<file path="src/rtl/alu_arbiter_pkg.sv">
// alu_arbiter_pkg: opcodes and requester IDs shared by alu_arbiter and alu
package alu_arbiter_pkg;
  localparam logic [1:0] ALU_OP_ADD   = 2'b00;
  localparam logic [1:0] ALU_OP_XOR   = 2'b01;
  localparam logic [1:0] ALU_OP_PASSB = 2'b10;
  localparam logic [1:0] ALU_OP_SUB   = 2'b11;
  localparam logic REQ_ID0 = 1'b0;
  localparam logic REQ_ID1 = 1'b1;
endpackage

</file>
<file path="src/rtl/alu.sv">
// alu: combinational add/xor/pass-b/subtract with zero flag, modulo 2^WIDTH
module alu
  import alu_arbiter_pkg::*;
#(
  parameter int WIDTH = 16
) (
  input  logic [WIDTH-1:0] a,
  input  logic [WIDTH-1:0] b,
  input  logic [1:0]       op,
  output logic [WIDTH-1:0] result,
  output logic             zero
);
  always_comb begin
    result = op == ALU_OP_ADD ? a + b :
             op == ALU_OP_XOR ? a ^ b :
             op == ALU_OP_PASSB ? b : a - b;
    zero = result == '0;
  end
endmodule

</file>
<file path="src/rtl/alu_arbiter.sv">
// alu_arbiter: shares one alu between two valid/ready requesters with a one-entry response slot.
// ALU_ARB_ROUND_ROBIN_EN selects round-robin arbitration; otherwise requester 0 has fixed priority.
module alu_arbiter
  import alu_arbiter_pkg::*;
#(
  parameter int WIDTH = 16
) (
  input  logic             clk,
  input  logic             rst,
  input  logic             req0_valid,
  output logic             req0_ready,
  input  logic [WIDTH-1:0] req0_a,
  input  logic [WIDTH-1:0] req0_b,
  input  logic [1:0]       req0_op,
  input  logic             req1_valid,
  output logic             req1_ready,
  input  logic [WIDTH-1:0] req1_a,
  input  logic [WIDTH-1:0] req1_b,
  input  logic [1:0]       req1_op,
  output logic             rsp_valid,
  input  logic             rsp_ready,
  output logic             rsp_id,
  output logic [WIDTH-1:0] rsp_result,
  output logic             rsp_zero
);
  logic             slot_free, grant, accept, zero;
  logic [WIDTH-1:0] a, b, result;
  logic [1:0]       op;
  logic             rsp_valid_d, rsp_valid_q, rsp_id_d, rsp_id_q, rsp_zero_d, rsp_zero_q;
  logic [WIDTH-1:0] rsp_result_d, rsp_result_q;
`ifdef ALU_ARB_ROUND_ROBIN_EN
  logic prio_d, prio_q;
  always_comb begin
    grant  = req1_valid && (!req0_valid || prio_q == REQ_ID1);
    prio_d = accept ? ~grant : prio_q;
  end
  always_ff @(posedge clk)
    prio_q <= rst ? REQ_ID0 : prio_d;
`else
  always_comb grant = req1_valid && !req0_valid;
`endif
  always_comb begin
    slot_free  = !rsp_valid_q || rsp_ready;
    req0_ready = slot_free && grant == REQ_ID0 && req0_valid && !rst;
    req1_ready = slot_free && grant == REQ_ID1 && req1_valid && !rst;
    accept     = req0_ready || req1_ready;
    a  = grant ? req1_a : req0_a;
    b  = grant ? req1_b : req0_b;
    op = grant ? req1_op : req0_op;
    rsp_valid_d  = accept || (rsp_valid_q && !rsp_ready);
    rsp_id_d     = accept ? grant : rsp_id_q;
    rsp_result_d = accept ? result : rsp_result_q;
    rsp_zero_d   = accept ? zero : rsp_zero_q;
  end
  alu #(.WIDTH(WIDTH)) u_alu (
    .a(a), .b(b), .op(op), .result(result), .zero(zero)
  );
  always_ff @(posedge clk) begin
    if (rst) begin
      rsp_valid_q  <= 1'b0;
      rsp_id_q     <= REQ_ID0;
      rsp_result_q <= '0;
      rsp_zero_q   <= 1'b0;
    end else begin
      rsp_valid_q  <= rsp_valid_d;
      rsp_id_q     <= rsp_id_d;
      rsp_result_q <= rsp_result_d;
      rsp_zero_q   <= rsp_zero_d;
    end
  end
  assign rsp_valid  = rsp_valid_q;
  assign rsp_id     = rsp_id_q;
  assign rsp_result = rsp_result_q;
  assign rsp_zero   = rsp_zero_q;
endmodule

</file>
<file path="config.mk">
export PLATFORM = sky130hd
export DESIGN_NAME = alu_arbiter
export DESIGN_NICKNAME = d
export VERILOG_FILES = /design/src/rtl/alu_arbiter_pkg.sv /design/src/rtl/alu.sv /design/src/rtl/alu_arbiter.sv
export SDC_FILE = /design/constraint.sdc
export NUM_CORES = 1
export LEC_CHECK = 0
export CORE_AREA = 2 2 106 108
export CTS_CLUSTER_SIZE = 40
export DETAILED_ROUTE_END_ITERATION = 16
export DIE_AREA = 0 0 108 110
export PLACE_DENSITY = 0.63
export SKIP_CTS_REPAIR_TIMING = 1
export SLEW_MARGIN = 20
export SYNTH_ARGS = -nofsm -noshare
export SYNTH_HDL_FRONTEND = slang
export SYNTH_HIERARCHICAL = 1
export SYNTH_SLANG_ARGS = --single-unit
</file>
<file path="constraint.sdc">
create_clock -name clk -period 3.85 [get_ports clk]
set_input_delay 0.5775 -clock clk [delete_from_list [all_inputs] [get_ports clk]]
set_output_delay 0.5775 -clock clk [all_outputs]
set_load 0.005 [all_outputs]
</file>
Word level (Yosys, flattened, before mapping)
Index checks and enable logic that the tools add are counted.
W data, S select, Z words.
{"block": "word_totals", "register_bits": 19, "latch_bits": 0, "ramBits": 0, "mem_bits_ro": 0, "inputBits": 73, "elab_cells": 33, "memories": 0}
{"block": "classes", "n_addsub": 2, "n_mul": 0, "div": 0, "order_cmp": 0, "eq_ne": 2, "shifts": 0, "mux": 6, "bitwise": 2, "n_reduce_logical": 17}
{"operator": "$mux W16", "count": 5}
{"operator": "$add A16 B16 Y16", "count": 1}
{"operator": "$logic_not A16 Y1", "count": 1}
{"operator": "$sub A16 B16 Y16", "count": 1}
{"operator": "$xor A16 B16 Y16", "count": 1}
{"operator": "$logic_and A1 B1 Y1", "count": 8}
{"operator": "$logic_not A1 Y1", "count": 4}
{"operator": "$logic_or A1 B1 Y1", "count": 3}
{"operator": "$eq A2 B1 Y1 const B", "count": 1}
{"operator": "$eq A2 B2 Y1 const B", "count": 1}
{"operator": "$logic_not A2 Y1", "count": 1}
{"operator": "$mux W2", "count": 1}
{"operator": "$not A1 Y1", "count": 1}

Logic depth before layout (Yosys ltp)
{"block": "logic_depth", "ltp_word": 8, "depth_mapped": 18, "depth_no_buf": 16}

Hierarchy
Netlist, hierarchy kept.
{"mod": "alu", "n_inst": 1, "cells_each": 318, "area_each_um2": 2202.1}
{"mod": "alu_arbiter", "n_inst": 1, "cells_each": 129, "area_each_um2": 1356.3}

Least setup slack after synthesis
OpenSTA, ideal clock, no wires.
{"block": "synth_path", "path_type": "input -> register", "from": "in req0_valid", "to": "reg rsp_zero_q (netlist: rsp_zero)", "arrival_time_ps": 3573, "required_time_ps": 3791, "path_slack_ps": 218, "cell_stages": 17, "cell_sequence": "nand2b_1 -> buf_6 -> buf_12 -> mux2_4 -> ha_1 -> fa_1 -> nor2b_1 -> o31ai_2 -> a22o_1 -> o31ai_1 -> nand4_1 -> mux2i_1 -> a21boi_0 -> nand4bb_1 -> nor4_2 -> nand4_1 -> nand2_1"}
{"block": "synth_between", "elab_chain_len": 8}
{"item": "start, declared", "line": "alu_arbiter.sv:10", "text": "input logic req0_valid,"}
{"item": "$logic_not A1 Y1 *", "line": "alu_arbiter.sv:40", "text": "always_comb grant = req1_valid && !req0_valid;"}
{"item": "$logic_and A1 B1 Y1 *", "line": "alu_arbiter.sv:40"}
{"item": "$mux W16 *", "line": "alu_arbiter.sv:48", "text": "b = grant ? req1_b : req0_b;"}
{"item": "via b[0]", "line": "alu_arbiter.sv:27", "text": "logic [WIDTH-1:0] a, b, result;"}
{"item": "$sub A16 B16 Y16", "line": "alu.sv:16", "text": "op == ALU_OP_PASSB ? b : a - b;"}
{"item": "$mux W16", "line": "alu.sv:16"}
{"item": "$mux W16", "line": "alu.sv:15", "text": "op == ALU_OP_XOR ? a ^ b :"}
{"item": "$mux W16 *", "line": "alu.sv:14", "text": "result = op == ALU_OP_ADD ? a + b :"}
{"item": "$logic_not A16 Y1 *", "line": "alu.sv:17", "text": "zero = result == '0;"}
{"item": "via zero", "line": "alu_arbiter.sv:26", "text": "logic slot_free, grant, accept, zero;"}
{"item": "end signal, assigned", "line": "alu_arbiter.sv:68", "text": "rsp_zero_q <= rsp_zero_d;"}
{"item": "end, declared", "line": "alu_arbiter.sv:29", "text": "logic rsp_valid_d, rsp_valid_q, rsp_id_d, rsp_id_q, rsp_zero_d, rsp_zero_q;"}
The timed path passes the listed nets; every way through them passes the cells marked *.
A chain may end at the register's enable or synchronous reset.

Worst setup path in the final report
{"block": "layout_path", "from": "in req0_valid", "to": "reg rsp_zero_q (netlist: rsp_zero)"}
{"block": "layout_between", "elab_chain_len": 8}
{"item": "$logic_not A1 Y1 *", "line": "alu_arbiter.sv:40"}
{"item": "$logic_and A1 B1 Y1 *", "line": "alu_arbiter.sv:40"}
{"item": "$mux W16 *", "line": "alu_arbiter.sv:48"}
{"item": "via b[3]", "line": "alu_arbiter.sv:27"}
{"item": "$sub A16 B16 Y16", "line": "alu.sv:16"}
{"item": "$mux W16", "line": "alu.sv:16"}
{"item": "$mux W16", "line": "alu.sv:15"}
{"item": "$mux W16 *", "line": "alu.sv:14"}
{"item": "via result[13]", "line": "alu_arbiter.sv:27"}
{"item": "$logic_not A16 Y1 *", "line": "alu.sv:17"}
{"item": "via zero", "line": "alu_arbiter.sv:26"}
Marks and branches as above.

==> impl_metrics.tcl <==
set metrics [dict create \
    drive_gt1_frac 0.3924 \
    rsz0062_at_grt "yes" \
    setup-violations-final 0 \
    p_leak_nw 2.732 \
    max_freq_ghz 0.2636 \
    period_needed_ps 3794 \
    drv_slew 0 \
    drt_iter0_drc 244 \
    yosysUniqueCellTypes 80 \
    fin_util 0.5657 \
    cts_buffer_depth 2 \
    yosys_warnings 6 \
    cts_tree "done" \
    worstPathArrival_ps 3990 \
    grt.total_usage 0.2082 \
    synth_seq_area_share 0.1069 \
    critPathLaunchType "input pin" \
    startpoint "req0_valid" \
    finalInstanceArea_mm2 0.006052 \
    multi_input_area_mm2 0.003238 \
    synth_flop_cell "dfxtp_1" \
    cpPeakStageDelay_ps 410 \
    portBuffers 93 \
    antenna_found_initial 0 \
    whs_ps 493.6 \
    async_flop_share 0 \
    worstMarginPinSlew_ps 695.0 \
    clk_pin_slew_ps 70 \
    num_vias 4322 \
    reg2reg_from "rsp_valid$_SDFF_PP0_" \
    synth_area_mm2 0.003558 \
    cpMaxStageDelayCell "o41ai_4" \
    maxCapViolations 0 \
    final_common_cell "buf_4" \
    status "finished clean" \
    n_antenna_cell 0 \
    cp_max_fo 6 \
    syn-instance-count 447 \
    htreeDepth 1 \
    seq_area_um2 380.4 \
    drt_pre_antenna_iters 4 \
    route.detailed.wl_per_inst_um 16.95 \
    synth_edf_count 0 \
    relSlewSlack 0.5362 \
    intPower_mw 0.9365 \
    peakVddDrop_mv 0.2212 \
    postSynthRegisterBits 19 \
    switchingPower_mw 0.6154 \
    cts.sinks 19 \
    fin_skew_ps 4.688 \
    num-fill-cells 982 \
    placed_area_mm2 0.005399 \
    die_y_um 110 \
    syn_nets 552 \
    syn-mean-instance-area_um2 7.961 \
    grt_first_pass_wirelength_mm 20.05 \
    num_rows 38 \
    setup_slack_ps 56.15 \
    area_growth_pct 70.08 \
    gp_congestion 0.9108 \
    fin_tns_setup_ps 0 \
    required_ps 4050 \
    drt-vias-per-instance 5.436 \
    core_mm2 0.01070 \
    drc 0 \
    dp_worst_setup_slack_ps -852.1 \
    nets 761 \
    end_kind "register" \
    start_util 0.3326 \
    cts_made_buffers 3 \
    cts_root_buffer "clkbuf_8" \
    comb_power_share 0.759 \
    gr-total-overflow 0 \
    drtAntennaViolNets 0 \
    ff2ff_setup_slack_ps 2770 \
    mostFrequentLayoutCells "131 x buf_4, 91 x clkdlybuf4s50_1, 34 x nand2_1" \
    seqPwrFrac 0.154 \
    r2r_end "rsp_zero$_SDFFE_PP0P_" \
    r2r.worst_path.cells 4 \
    dp_hpwl_mm 10.17 \
    grt_start_max_net_pins 35 \
    clock_latency_ps 250 \
    clock_power_share 0.087 \
    hold_class "register to register" \
    routed_wl_mm 13.48 \
    crit_type "input pin to register" \
    cp_cell_sequence "buf_6 > nand2b_4 > buf_12 > buf_12 > buf_4 > mux2_4 > inv_2 > ha_4 > inv_1 > buf_4 > o311a_1 > o41ai_4 > o31ai_4 > buf_6 > a2111oi_4 > o21ai_1 > a21o_1 > and3_4 > nor4_4 > nand4_1 > nand2_1" \
    die-area_mm2 0.01188 \
    fin_crit_sh 0.9854 \
    grt_pass1_vias 4020 \
    hold_violations 0 \
    p_per_area_mw_per_mm2 256.4 \
    crit_end "rsp_zero$_SDFFE_PP0P_" \
    die_width_um 108 \
    swShare 0.3965 \
    ios 94 \
]
-- state kept, by name, indices dropped and copies added, names as in the netlist --
name / count
rsp_result: 16
rsp_zero: 1
rsp_valid: 1
rsp_id: 1
-- metrics by stage --
stage / power [mW] / cells
after floorplan: 0.7599 / 447
after global placement: 1.227 / 772
after detailed placement: 1.230 / 772
after CTS: 1.375 / 776
after global routing: 1.655 / 795
final: 1.552 / 795
-- cell families after synthesis --
group / synth area share
adder cells (fa/ha/maj): 0.1167
flip-flops: 0.1069
XOR/XNOR: 0.004924
AO/OA/AOI/OAI: 0.3126
AND/OR/NAND/NOR: 0.2191
buffers and inverters: 0.09564
multiplexers: 0.1442
-- worst max-delay path: cells and delay by family --
kind	cells	cell delay (ps)
mux	1	210
simple gates	5	740
compound gates	6	1270
fa+ha+maj	1	270
buf+inv	8	900
-- per-layer routing --
metal | part of all wire | GRT usage
met1 | 0.46 | 0.2967
met2 | 0.46 | 0.3531
met4 | 0.0067 | 0.02198
met5 | 0 | 0
met3 | 0.068 | 0.01881
-- power groups by stage --
| stage | Sequential, mW | Clock, mW | Combinational (mW) |
|---|---|---|---|
| after floorplan | 0.242 | 0 | 0.518 |
| after global routing | 0.242 | 0.146 | 1.27 |
| after global placement | 0.243 | 0 | 0.984 |
| final | 0.240 | 0.135 | 1.18 |
| after detailed placement | 0.241 | 0 | 0.989 |
| after CTS | 0.239 | 0.138 | 0.998 |
-- how the worst min path moves through the flow --
| stage | from | slack [ps] | to | cells after the start |
|---|---|---|---|---|
| detailed placement | rsp_result[8]$_SDFFE_PP0P_ | 480 | rsp_result[8]$_SDFFE_PP0P_ | 2 |
| global placement | rsp_result[12]$_SDFFE_PP0P_ | 480 | rsp_result[12]$_SDFFE_PP0P_ | 2 |
| global route | rsp_result[8]$_SDFFE_PP0P_ | 520 | rsp_result[8]$_SDFFE_PP0P_ | 2 |
| finish | rsp_result[8]$_SDFFE_PP0P_ | 490 | rsp_result[8]$_SDFFE_PP0P_ | 2 |
| floorplan | rsp_result[6]$_SDFFE_PP0P_ | 480 | rsp_result[6]$_SDFFE_PP0P_ | 2 |
| CTS | rsp_result[8]$_SDFFE_PP0P_ | 490 | rsp_result[8]$_SDFFE_PP0P_ | 2 |
-- cell type report --
| cell class | count | share of cell area |
|---|---|---|
| multi-input combinational | 364 | 0.5350 |
| tap | 140 | 0.02894 |
| inverter | 33 | 0.02088 |
| clock buffer | 3 | 0.006822 |
| sequential | 19 | 0.06285 |
| timing repair buffer | 235 | 0.3446 |
| clock inverter | 1 | 0.0008270 |
-- synthesized netlist by cell type (all sizes together) (2+ instances only) --
| cell type | n | area (um2) |
|---|---|---|
| a2111oi | 4 | 60.06 |
| a211oi | 10 | 75.07 |
| a21o | 10 | 75.07 |
| a21oi | 27 | 138.9 |
| a221o | 3 | 30.03 |
| a22oi | 3 | 22.52 |
| a2bb2oi | 3 | 26.28 |
| a311oi | 2 | 17.52 |
| a31oi | 4 | 25.02 |
| a32oi | 2 | 17.52 |
| and3 | 5 | 37.54 |
| buf | 20 | 173.9 |
| clkbuf | 11 | 42.54 |
| dfxtp | 19 | 380.4 |
| fa | 2 | 40.04 |
| ha | 30 | 375.4 |
| inv | 32 | 120.1 |
| mux2 | 35 | 503.0 |
| nand2 | 34 | 127.6 |
| nand2b | 8 | 50.05 |
| nand3 | 8 | 40.04 |
| nand4 | 18 | 112.6 |
| nand4bb | 2 | 22.52 |
| nor2 | 28 | 107.6 |
| nor2b | 6 | 37.54 |
| nor3 | 14 | 70.07 |
| nor3b | 4 | 30.03 |
| nor4 | 3 | 25.02 |
| nor4b | 2 | 23.77 |
| o211a | 3 | 30.03 |
| o211ai | 19 | 142.6 |
| o21a | 7 | 52.55 |
| o21ai | 14 | 70.06 |
| o21ba | 2 | 20.02 |
| o21bai | 5 | 37.54 |
| o221ai | 2 | 17.52 |
| o22ai | 4 | 25.02 |
| o311a | 2 | 20.02 |
| o311ai | 2 | 17.52 |
| o31ai | 6 | 55.05 |
| o41ai | 4 | 42.55 |
| or2 | 6 | 37.53 |
| or3 | 4 | 25.02 |
(Power assumes the default switching activity.)
